<file path="src/rtl/seg7_pkg.sv">
// Shared types and constants for the four-digit seven-segment scan controller:
// slot state encoding, active-low hex glyph table and the all-dark segment code.
package seg7_pkg;

    typedef enum logic {
        ST_BLANK  = 1'b0,
        ST_ACTIVE = 1'b1
    } state_t;

    localparam logic [6:0] SEG_OFF = 7'h7F;

    // Active-low {g,f,e,d,c,b,a} glyphs for 0..F
    localparam logic [6:0] HEX_GLYPH [0:15] = '{
        7'h40, 7'h79, 7'h24, 7'h30, 7'h19, 7'h12, 7'h02, 7'h78,
        7'h00, 7'h10, 7'h08, 7'h03, 7'h46, 7'h21, 7'h06, 7'h0E
    };

endpackage

</file>
<file path="src/rtl/seg7_decode.sv">
// Combinational hex nibble to active-low seven-segment decoder.
module seg7_decode
    import seg7_pkg::*;
(
    input  logic [3:0] nibble,
    output logic [6:0] seg
);

    assign seg = HEX_GLYPH[nibble];

endmodule

</file>
<file path="src/rtl/seg7_scan_ctrl.sv">
// Four-digit multiplexed seven-segment scan controller with frame-synchronous value update.
// Optional leading-zero blanking is enabled by defining SEG7_LZB_EN.
module seg7_scan_ctrl
    import seg7_pkg::*;
#(
    parameter int TICK_DIV     = 100000,
    parameter int BLANK_CYCLES = 1000
) (
    input  logic        clk,
    input  logic        rst,
    input  logic [15:0] value,
    input  logic [3:0]  dp_in,
    input  logic [3:0]  digit_en,
    input  logic        load,
    output logic [3:0]  an,
    output logic [6:0]  seg,
    output logic        dp,
    output logic        frame_done
);

    localparam int SLOT_MAX = (TICK_DIV > BLANK_CYCLES)
                            ? ((TICK_DIV > 2) ? TICK_DIV : 2)
                            : ((BLANK_CYCLES > 2) ? BLANK_CYCLES : 2);
    localparam int CW = $clog2(SLOT_MAX);
    localparam logic [CW-1:0] ACT_LAST = CW'(TICK_DIV - 1);
    localparam logic [CW-1:0] BLK_LAST = CW'((BLANK_CYCLES > 0) ? BLANK_CYCLES - 1 : 0);

    state_t      state_reg, state_next;
    logic [1:0]  idx_reg, idx_next;
    logic [CW-1:0] cnt_reg, cnt_next;

    logic [15:0] shadow_val_reg, shadow_val_next;
    logic [3:0]  shadow_dp_reg, shadow_dp_next;
    logic [15:0] pend_val_reg, pend_val_next;
    logic [3:0]  pend_dp_reg, pend_dp_next;
    logic        pend_flag_reg, pend_flag_next;

    logic [3:0]  an_reg, an_next;
    logic [6:0]  seg_reg, seg_next;
    logic        dp_reg, dp_next;
    logic        frame_done_reg, frame_done_next;

    logic [6:0]  dec_seg;
    logic [3:0]  lead_zero;

    // Slot sequencing
    always_comb begin
        state_next = state_reg;
        idx_next   = idx_reg;
        cnt_next   = cnt_reg + 1'b1;
        case (state_reg)
            ST_BLANK: begin
                if (BLANK_CYCLES == 0 || cnt_reg == BLK_LAST) begin
                    state_next = ST_ACTIVE;
                    cnt_next   = '0;
                end
            end
            default: begin
                if (cnt_reg == ACT_LAST) begin
                    idx_next   = idx_reg + 2'd1;
                    cnt_next   = '0;
                    state_next = (BLANK_CYCLES == 0) ? ST_ACTIVE : ST_BLANK;
                end
            end
        endcase
        frame_done_next = (state_next == ST_ACTIVE) && (idx_next == 2'd3) && (cnt_next == ACT_LAST);
    end

    // The frame_done cycle is the only point where the displayed value may change
    always_comb begin
        shadow_val_next = shadow_val_reg;
        shadow_dp_next  = shadow_dp_reg;
        pend_val_next   = pend_val_reg;
        pend_dp_next    = pend_dp_reg;
        pend_flag_next  = pend_flag_reg;
        if (frame_done_reg) begin
            if (load) begin
                shadow_val_next = value;
                shadow_dp_next  = dp_in;
            end else if (pend_flag_reg) begin
                shadow_val_next = pend_val_reg;
                shadow_dp_next  = pend_dp_reg;
            end
            pend_flag_next = 1'b0;
        end else if (load) begin
            pend_val_next  = value;
            pend_dp_next   = dp_in;
            pend_flag_next = 1'b1;
        end
    end

`ifdef SEG7_LZB_EN
    logic [3:0] nib_zero;
    for (genvar gi = 0; gi < 4; gi++) begin : g_nib_zero
        assign nib_zero[gi] = (shadow_val_next[4*gi +: 4] == 4'h0);
    end
    assign lead_zero = {nib_zero[3], &nib_zero[3:2], &nib_zero[3:1], 1'b0};
`else
    assign lead_zero = 4'b0000;
`endif

    seg7_decode u_decode (
        .nibble (shadow_val_next[{idx_next, 2'b00} +: 4]),
        .seg    (dec_seg)
    );

    // Outputs are computed from next state so they line up with the state register
    always_comb begin
        an_next  = 4'hF;
        seg_next = SEG_OFF;
        dp_next  = 1'b1;
        if (state_next == ST_ACTIVE) begin
            seg_next = dec_seg;
            dp_next  = ~shadow_dp_next[idx_next];
            if (digit_en[idx_next] && !lead_zero[idx_next])
                an_next[idx_next] = 1'b0;
        end
    end

    always_ff @(posedge clk or negedge rst) begin
        if (!rst) begin
            state_reg      <= ST_BLANK;
            idx_reg        <= 2'd0;
            cnt_reg        <= '0;
            shadow_val_reg <= 16'h0000;
            shadow_dp_reg  <= 4'h0;
            pend_val_reg   <= 16'h0000;
            pend_dp_reg    <= 4'h0;
            pend_flag_reg  <= 1'b0;
            an_reg         <= 4'hF;
            seg_reg        <= SEG_OFF;
            dp_reg         <= 1'b1;
            frame_done_reg <= 1'b0;
        end else begin
            state_reg      <= state_next;
            idx_reg        <= idx_next;
            cnt_reg        <= cnt_next;
            shadow_val_reg <= shadow_val_next;
            shadow_dp_reg  <= shadow_dp_next;
            pend_val_reg   <= pend_val_next;
            pend_dp_reg    <= pend_dp_next;
            pend_flag_reg  <= pend_flag_next;
            an_reg         <= an_next;
            seg_reg        <= seg_next;
            dp_reg         <= dp_next;
            frame_done_reg <= frame_done_next;
        end
    end

    assign an         = an_reg;
    assign seg        = seg_reg;
    assign dp         = dp_reg;
    assign frame_done = frame_done_reg;

endmodule

</file>
<file path="config.mk">
export PLATFORM = sky130hd
export DESIGN_NAME = seg7_scan_ctrl
export DESIGN_NICKNAME = d
export VERILOG_FILES = /design/src/rtl/seg7_pkg.sv /design/src/rtl/seg7_decode.sv /design/src/rtl/seg7_scan_ctrl.sv
export SDC_FILE = /design/constraint.sdc
export NUM_CORES = 1
export LEC_CHECK = 0
export BUFFER_PORTS_ARGS = -buffer_cell sky130_fd_sc_hd__buf_2
export CORE_UTILIZATION = 59
export DETAILED_ROUTE_END_ITERATION = 6
export GPL_TIMING_DRIVEN = 0
export PLACE_DENSITY = 0.8
export SYNTH_ARGS = -nofsm -noshare
export SYNTH_HDL_FRONTEND = slang
export SYNTH_HIERARCHICAL = 1
export SYNTH_SLANG_ARGS = --single-unit
export TNS_END_PERCENT = 30
</file>
<file path="constraint.sdc">
create_clock -name clk -period 3.38 [get_ports clk]
set_input_delay 0.338 -clock clk [delete_from_list [all_inputs] [get_ports clk]]
set_output_delay 0.338 -clock clk [all_outputs]
set_load 0.1 [all_outputs]
</file>
==> impl_metrics.py, run 1 <==
metrics = {
    "run_status": {
        "status": "completed",
    },
    "setup_path": {
        "worstReg2RegStart": "cnt_reg[0]",
        "worstSetupPathType": "register to register",
        "startpoint_type_of_the_worst_setup_path": "register",
        "required_ns": 3.66,
        "arrival_ns": 3.49,
        "worst_r2r_path_depth": 16,
        "r2r-end": "seg[3]",
        "timing.reg2reg.setup_slack_ns": 0.17,
        "critPathCaptureType": "register",
        "critical_path.max_fanout": 10,
    },
    "finish": {
        "largest_register_ffs": 17,
        "postLayoutCoreUtil": 0.695,
        "layout-area-overhead-vs-synth_pct": 14.1,
        "layout.cell_area.non_filler_um2": 4390,
        "multi_input_logic_area_um2": 1790,
        "post_route_cells_drive_above_1_share": 0.281,
        "design.final.nets": 446,
        "diodes": 0,
        "area_taken_by_flip_flops_and_latches_um2": 1870,
        "filler_cell_count": 481,
    },
    "floorplan": {
        "placement_rows": 29,
        "core_region_area_um2": 6310,
        "floorplan.die_area_um2": 6840,
        "io_pins": 40,
        "width_of_the_chip_um": 82.7,
        "die_h_um": 82.7,
        "floorplan.initialDensity": 0.609,
    },
    "routing": {
        "drc": 0,
        "viasPerCell": 5.93,
        "firstDrtPassIters": 4,
        "1st_iter_drt_viols": 122,
        "wl_per_cell_um": 16.6,
        "via_count": 2925,
        "drtAntennaViolNets": 0,
        "routed_wirelength_um": 8170,
    },
    "placement": {
        "pre_cts_slack_ns": -0.0222,
        "post-dp-hpwl_um": 5550,
        "globalplace.congestion": 0.902,
        "detailed_place.area_um2": 4140,
        "port_buffer_count": 39,
    },
    "sta": {
        "fin_tns_setup_ns": 0,
        "slew_headroom": 0.392,
        "max_freq_ghz": 0.312,
        "final.min_clock_period_ns": 3.21,
        "hold_slack_ns": 0.106,
        "timing_max_transition_violations_final": 0,
        "min_period_over_period": 0.949,
        "report.final.hold_viol_count": 0,
        "setup_violations": 0,
        "clock_skew_ns": 0.00842,
        "timing_worst_slew_pin_value_ns": 0.911,
        "worst_slack_ns": 0.172,
    },
    "pwr": {
        "power.static_leakage_nw": 1.97,
        "irDropWorstVdd_uv": 421,
        "p_seq_frac": 0.533,
        "netSwitchingFraction": 0.224,
        "p_comb_frac": 0.058,
        "cell_internal_pwr_mw": 1.34,
        "power.switching_mw": 0.387,
        "power_per_cell_area_nw_per_um2": 394,
        "clock_power_share": 0.409,
    },
    "global_routing": {
        "grt_first_pass_wirelength_um": 12900,
        "global_route.overflow_total": 0,
        "number_of_antenna_violations_at_the_first_check_in_global_routing": 0,
        "grt_pass1_vias": 2754,
        "maximum_number_of_pins_on_one_net_before_global_route_repair": 75,
        "grt.total_usage": 0.258,
    },
    "synth": {
        "synth_fp_nets": 393,
        "post_synth.cell_area_avg_um2": 10.7,
        "synth_edf_count": 0,
        "synth_area_leaders": "sky130_fd_sc_hd__dfrtp_1 40%, sky130_fd_sc_hd__dfstp_2 8.2%, sky130_fd_sc_hd__mux2_2 6.4%",
        "synth_largest_area_cell": "sky130_fd_sc_hd__dfrtp_1",
        "post_synth_design_cell_area_um2": 3840,
        "post_synth_num_cell_types": 58,
        "async_reset_ff_frac": 1.00,
        "synth-seq-area-share": 0.486,
        "yosysWarningCount": 6,
        "synth_top_cell_area_share": 0.404,
        "syn_inst": 358,
        "synth.ff_latch_count": 74,
        "synth.most_common_cell": "sky130_fd_sc_hd__dfrtp_1",
        "synth_ff_type": "sky130_fd_sc_hd__dfrtp_1",
        "synth_cell_count_leaders": "62 x sky130_fd_sc_hd__dfrtp_1, 28 x sky130_fd_sc_hd__a22o_1, 23 x sky130_fd_sc_hd__nor2_1",
    },
    "clock_network": {
        "inserted_clock_buffers": 9,
        "cts.path.max_buffers": 2,
        "cts_tree": "built",
        "clkLatencyLatePin_ns": 0.35,
        "worst_setup_hold_path_clk_slew_ns": 0.08,
        "clock_root_cell": "sky130_fd_sc_hd__clkbuf_8",
        "cts-htree-levels": 3,
        "clock_sink_count": 74,
    },
    "worst_hold_path": {
        "hold_wc_path_type": "input port to asynchronous set/reset pin",
    },
    "flow_run": {
        "count_of_max_cap_constraint_violations": 0,
    },
}
-- critical path, cell delays in order, from the launching register on --
cell	delay, ns
sky130_fd_sc_hd__dfrtp_1	0.41
sky130_fd_sc_hd__ha_1	0.25
sky130_fd_sc_hd__and2_0	0.16
sky130_fd_sc_hd__clkbuf_2	0.15
sky130_fd_sc_hd__nand4_1	0.13
sky130_fd_sc_hd__or2_0	0.14
sky130_fd_sc_hd__buf_4	0.15
sky130_fd_sc_hd__buf_6	0.14
sky130_fd_sc_hd__nor2_1	0.05
sky130_fd_sc_hd__a31oi_1	0.20
sky130_fd_sc_hd__o211ai_1	0.25
sky130_fd_sc_hd__buf_4	0.23
sky130_fd_sc_hd__ha_1	0.19
sky130_fd_sc_hd__or2_2	0.30
sky130_fd_sc_hd__a21oi_2	0.17
sky130_fd_sc_hd__a31oi_1	0.05
sky130_fd_sc_hd__nand2b_1	0.14
-- per-layer routing --
layer	track usage	up-vias	wire length, um
met3	0.0659	15	315
li1	-	1407	-
met1	0.320	1431	3570
met2	0.426	72	4130
met5	0	-	0
met4	0.109	0	155
-- worst max path at each step --
stage / from / endpoint
after floorplan: frame_done / seg[3]
after global placement: load / seg[3]
after detailed placement: load / seg[3]
after CTS: cnt_reg[0] / seg[3]
after global routing: cnt_reg[13] / seg[3]
final: cnt_reg[0] / seg[3]
-- cell families (layout without fill, tap and decap cells) --
group | Yosys count | count (layout) | synth area share
mux | 27 | 27 | 0.0774
compound gates | 78 | 78 | 0.155
fa+ha+maj | 8 | 8 | 0.0260
buf+inv | 42 | 100 | 0.0521
flops | 74 | 74 | 0.486
xor+xnor | 17 | 17 | 0.0387
simple gates | 112 | 112 | 0.165
-- placed cells by master (no fill, tap or decap), types with 2 or more instances in the layout --
cell type                    count
sky130_fd_sc_hd__nand2b_1        9
sky130_fd_sc_hd__nand2_1        21
sky130_fd_sc_hd__xnor2_1         9
sky130_fd_sc_hd__o21ai_0         6
sky130_fd_sc_hd__dfrtp_1        62
sky130_fd_sc_hd__nand4_1         8
sky130_fd_sc_hd__buf_2          42
sky130_fd_sc_hd__clkinvlp_4      2
sky130_fd_sc_hd__nor3b_1         3
sky130_fd_sc_hd__o21ai_1         2
sky130_fd_sc_hd__nor3_1          3
sky130_fd_sc_hd__nor3b_2         2
sky130_fd_sc_hd__dfstp_2        12
sky130_fd_sc_hd__buf_4           9
sky130_fd_sc_hd__xor2_1          8
sky130_fd_sc_hd__a31oi_1         9
sky130_fd_sc_hd__nor4b_1         2
sky130_fd_sc_hd__inv_1          15
sky130_fd_sc_hd__buf_6           2
sky130_fd_sc_hd__mux2i_1         5
sky130_fd_sc_hd__a22o_1         28
sky130_fd_sc_hd__nor2_1         23
sky130_fd_sc_hd__ha_1            8
sky130_fd_sc_hd__a22oi_1         8
sky130_fd_sc_hd__clkbuf_8       12
sky130_fd_sc_hd__and3_1          3
sky130_fd_sc_hd__o211ai_1        7
sky130_fd_sc_hd__clkbuf_1       11
sky130_fd_sc_hd__mux2_2         22
sky130_fd_sc_hd__and4_1          3
sky130_fd_sc_hd__nand3_1        11
sky130_fd_sc_hd__nor2b_1         5
sky130_fd_sc_hd__buf_1           2
sky130_fd_sc_hd__o22ai_1         3
sky130_fd_sc_hd__a21oi_1         3
sky130_fd_sc_hd__clkbuf_2        2
sky130_fd_sc_hd__nor4_1          6
-- stage by stage --
step	std cells	power, mW
after floorplan	358	0.989
after global routing	493	1.79
after detailed placement	474	1.04
final	493	1.73
after global placement	474	1.03
after CTS	490	1.74
-- power by group through the flow --
stage                     Clock, mW  Sequential [mW]  Combinational (mW)
after CTS                     0.721            0.921               0.101
after global routing          0.757            0.924               0.110
final                         0.706            0.921              0.0994
after detailed placement          0            0.938               0.101
after global placement            0            0.936              0.0983
after floorplan                   0            0.935              0.0545
-- final cells by class --
class,instances,area share
Sequential cell,74,0.426
Multi-Input combinational cell,242,0.408
Timing Repair Buffer,43,0.0519
Clock buffer,12,0.0354
Buffer,25,0.0322
Tap cell,77,0.0220
Inverter,16,0.0137
Clock inverter,4,0.0114
-- what timing repair did --
action,CTS,global route
pin swaps,1,2
cloned,0,0
gates resized for setup,1,5
hold buffers,0,0
setup endpoints to repair,1,7
setup buffers,0,4
Note: power is estimated with default switching activity, not from simulation.
==> run 2, diff against run 1 <==
--- a/config.mk
+++ b/config.mk
@@ -9,7 +9,8 @@
 export CORE_UTILIZATION = 59
 export DETAILED_ROUTE_END_ITERATION = 6
 export GPL_TIMING_DRIVEN = 0
-export PLACE_DENSITY = 0.8
+export MAX_ROUTING_LAYER = met4
+export PLACE_DENSITY_LB_ADDON = 0.3
 export SYNTH_ARGS = -nofsm -noshare
 export SYNTH_HDL_FRONTEND = slang
 export SYNTH_HIERARCHICAL = 1
==> impl_metrics.py, run 2 (synthesis results as in run 1) <==
metrics = {
    "run_status": {
        "status": "finished, violations left",
        "violations_in_the_final_reports": "DRC",
    },
    "global_routing": {
        "grt.total_usage": 0.261,
        "groute.layer.met3.usage": 0.0615,
        "grt_pass1_vias": 2720,
        "grt_util_met2": 0.416,
        "busiest_layer": "met2",
        "grt_first_pass_wirelength_um": 12700,
        "global_route.overflow_total": 0,
        "grt_util_met1": 0.317,
        "maximum_number_of_pins_on_one_net_before_global_route_repair": 75,
        "number_of_antenna_violations_at_the_first_check_in_global_routing": 0,
    },
    "sta": {
        "slew_headroom": 0.399,
        "timing_max_transition_violations_final": 0,
        "report.final.hold_viol_count": 0,
        "clock_skew_ns": 0.0103,
        "worst_slack_ns": 0.253,
        "setup_violations": 0,
        "max_freq_ghz": 0.320,
        "final.min_clock_period_ns": 3.13,
        "min_period_over_period": 0.925,
        "fin_tns_setup_ns": 0,
        "timing_worst_slew_pin_value_ns": 0.902,
        "hold_slack_ns": 0.110,
    },
    "pwr": {
        "clock_power_share": 0.427,
        "power_per_cell_area_nw_per_um2": 402,
        "irDropWorstVdd_uv": 303,
        "power.switching_mw": 0.387,
        "p_seq_frac": 0.517,
        "netSwitchingFraction": 0.218,
        "power.static_leakage_nw": 2.00,
        "p_comb_frac": 0.056,
        "cell_internal_pwr_mw": 1.39,
        "fin_total_pwr_mw": 1.78,
    },
    "setup_path": {
        "critical_path.cell_chain": "ha_1 > and2_0 > clkbuf_2 > nand4_1 > or2_0 > buf_2 > buf_6 > nor2_1 > a31oi_1 > o211ai_1 > inv_2 > ha_1 > or2_2 > a21oi_1 > a31oi_1 > nand2b_1",
        "timing.critical_path.buf_inv": 4,
        "worst_r2r_path_depth": 16,
        "r2r-end": "seg[3]",
        "arrival_ns": 3.40,
        "critPathCaptureType": "register",
        "timing.critical_path.slowest_cell_delay_ns": 0.40,
        "cp_top_family": "simple AND/OR/NAND/NOR gates",
        "critical_path.max_fanout": 10,
        "cpMaxStageDelayCell": "sky130_fd_sc_hd__dfrtp_1",
        "timing.reg2reg.setup_slack_ns": 0.25,
        "required_ns": 3.65,
        "startpoint_type_of_the_worst_setup_path": "register",
        "worstSetupPathType": "register to register",
        "worstReg2RegStart": "cnt_reg[0]",
    },
    "routing": {
        "routed_wirelength_um": 7910,
        "firstDrtPassIters": 6,
        "drc": 2,
        "wl_per_cell_um": 15.9,
        "via_count": 2900,
        "drtAntennaViolNets": 0,
        "1st_iter_drt_viols": 132,
        "viasPerCell": 5.84,
    },
    "floorplan": {
        "placement_rows": 29,
        "width_of_the_chip_um": 82.7,
        "io_pins": 40,
        "die_h_um": 82.7,
        "core_region_area_um2": 6310,
        "floorplan.die_area_um2": 6840,
        "floorplan.initialDensity": 0.609,
    },
    "clock_network": {
        "cts_tree": "built",
        "inserted_clock_buffers": 9,
        "worst_setup_hold_path_clk_slew_ns": 0.08,
        "cts.path.max_buffers": 2,
        "clock_sink_count": 74,
        "holdBufCountCts": 0,
        "clkLatencyLatePin_ns": 0.35,
        "clock_root_cell": "sky130_fd_sc_hd__clkbuf_8",
        "cts-htree-levels": 3,
    },
    "finish": {
        "layout_common_cells": "62 x sky130_fd_sc_hd__dfrtp_1, 43 x sky130_fd_sc_hd__buf_2, 28 x sky130_fd_sc_hd__a22o_1",
        "layout_commonest_cell": "sky130_fd_sc_hd__dfrtp_1",
        "layout.cell_area.non_filler_um2": 4420,
        "postLayoutCoreUtil": 0.701,
        "layout-area-overhead-vs-synth_pct": 15.0,
        "diodes": 0,
        "largest_register_ffs": 17,
        "post_route_cells_drive_above_1_share": 0.286,
        "finish.cell_count_without_fillers": 497,
        "design.final.nets": 450,
    },
    "placement": {
        "detailed_place.area_um2": 4140,
        "dpl.cell_count": 474,
        "globalplace.congestion": 0.907,
        "port_buffer_count": 39,
        "pre_cts_slack_ns": -0.00762,
        "post-dp-hpwl_um": 5410,
    },
    "worst_hold_path": {
        "hold_wc_path_type": "input port to asynchronous set/reset pin",
    },
    "flow_run": {
        "count_of_max_cap_constraint_violations": 0,
    },
}
[run 2: changes by cell type in the layout (fill, tap and decap cells not counted), sizes merged]
cell	previous run	this run
clkinv	1	2
clkinvlp	2	1
clkbuf	25	23
bufinv	1	2
buf	55	60
[run 2: per-layer routing]
metal / vias up / routed length, um / share of wire
met5: - / 0 / 0
met4: 0 / 172 / 0.022
met3: 17 / 369 / 0.047
met2: 81 / 3920 / 0.49
met1: 1386 / 3450 / 0.44
li1: 1416 / - / -
[run 2: repair_timing]
item / in CTS / in global routing
hold endpoints to repair: 0 / 0
setup buffers: 0 / 8
cloned: 0 / 0
gates resized for setup: 1 / 4
setup endpoints to repair: 1 / 7
pin swaps: 0 / 3
[run 2: cell type report]
class                      count  area [um^2]
sequential                    74         1870
clock buffer                  11          141
clock inverter                 5         77.6
multi-input combinational    242         1780
fill                         475         1890
tap                           77         96.3
buffer                        25          139
inverter                      16         60.1
timing repair buffer          47          258
[run 2: worst max path at each step]
stage | from | endpoint | slack (ns) | depth (start not counted)
floorplan | frame_done | seg[3] | 0.08 | 13
global placement | load | seg[3] | 0.08 | 13
detailed placement | frame_done | seg[3] | -0.008 | 13
CTS | cnt_reg[0] | seg[3] | 0.03 | 16
global route | cnt_reg[0] | seg[3] | -0.02 | 16
finish | cnt_reg[0] | seg[3] | 0.25 | 16
[run 2: power by group through the flow]
| stage | Combinational (mW) | Sequential (mW) | Clock, mW |
|---|---|---|---|
| floorplan | 0.0545 | 0.935 | 0 |
| global placement | 0.0984 | 0.936 | 0 |
| detailed placement | 0.101 | 0.938 | 0 |
| CTS | 0.101 | 0.921 | 0.775 |
| global route | 0.110 | 0.924 | 0.815 |
| finish | 0.0990 | 0.921 | 0.760 |
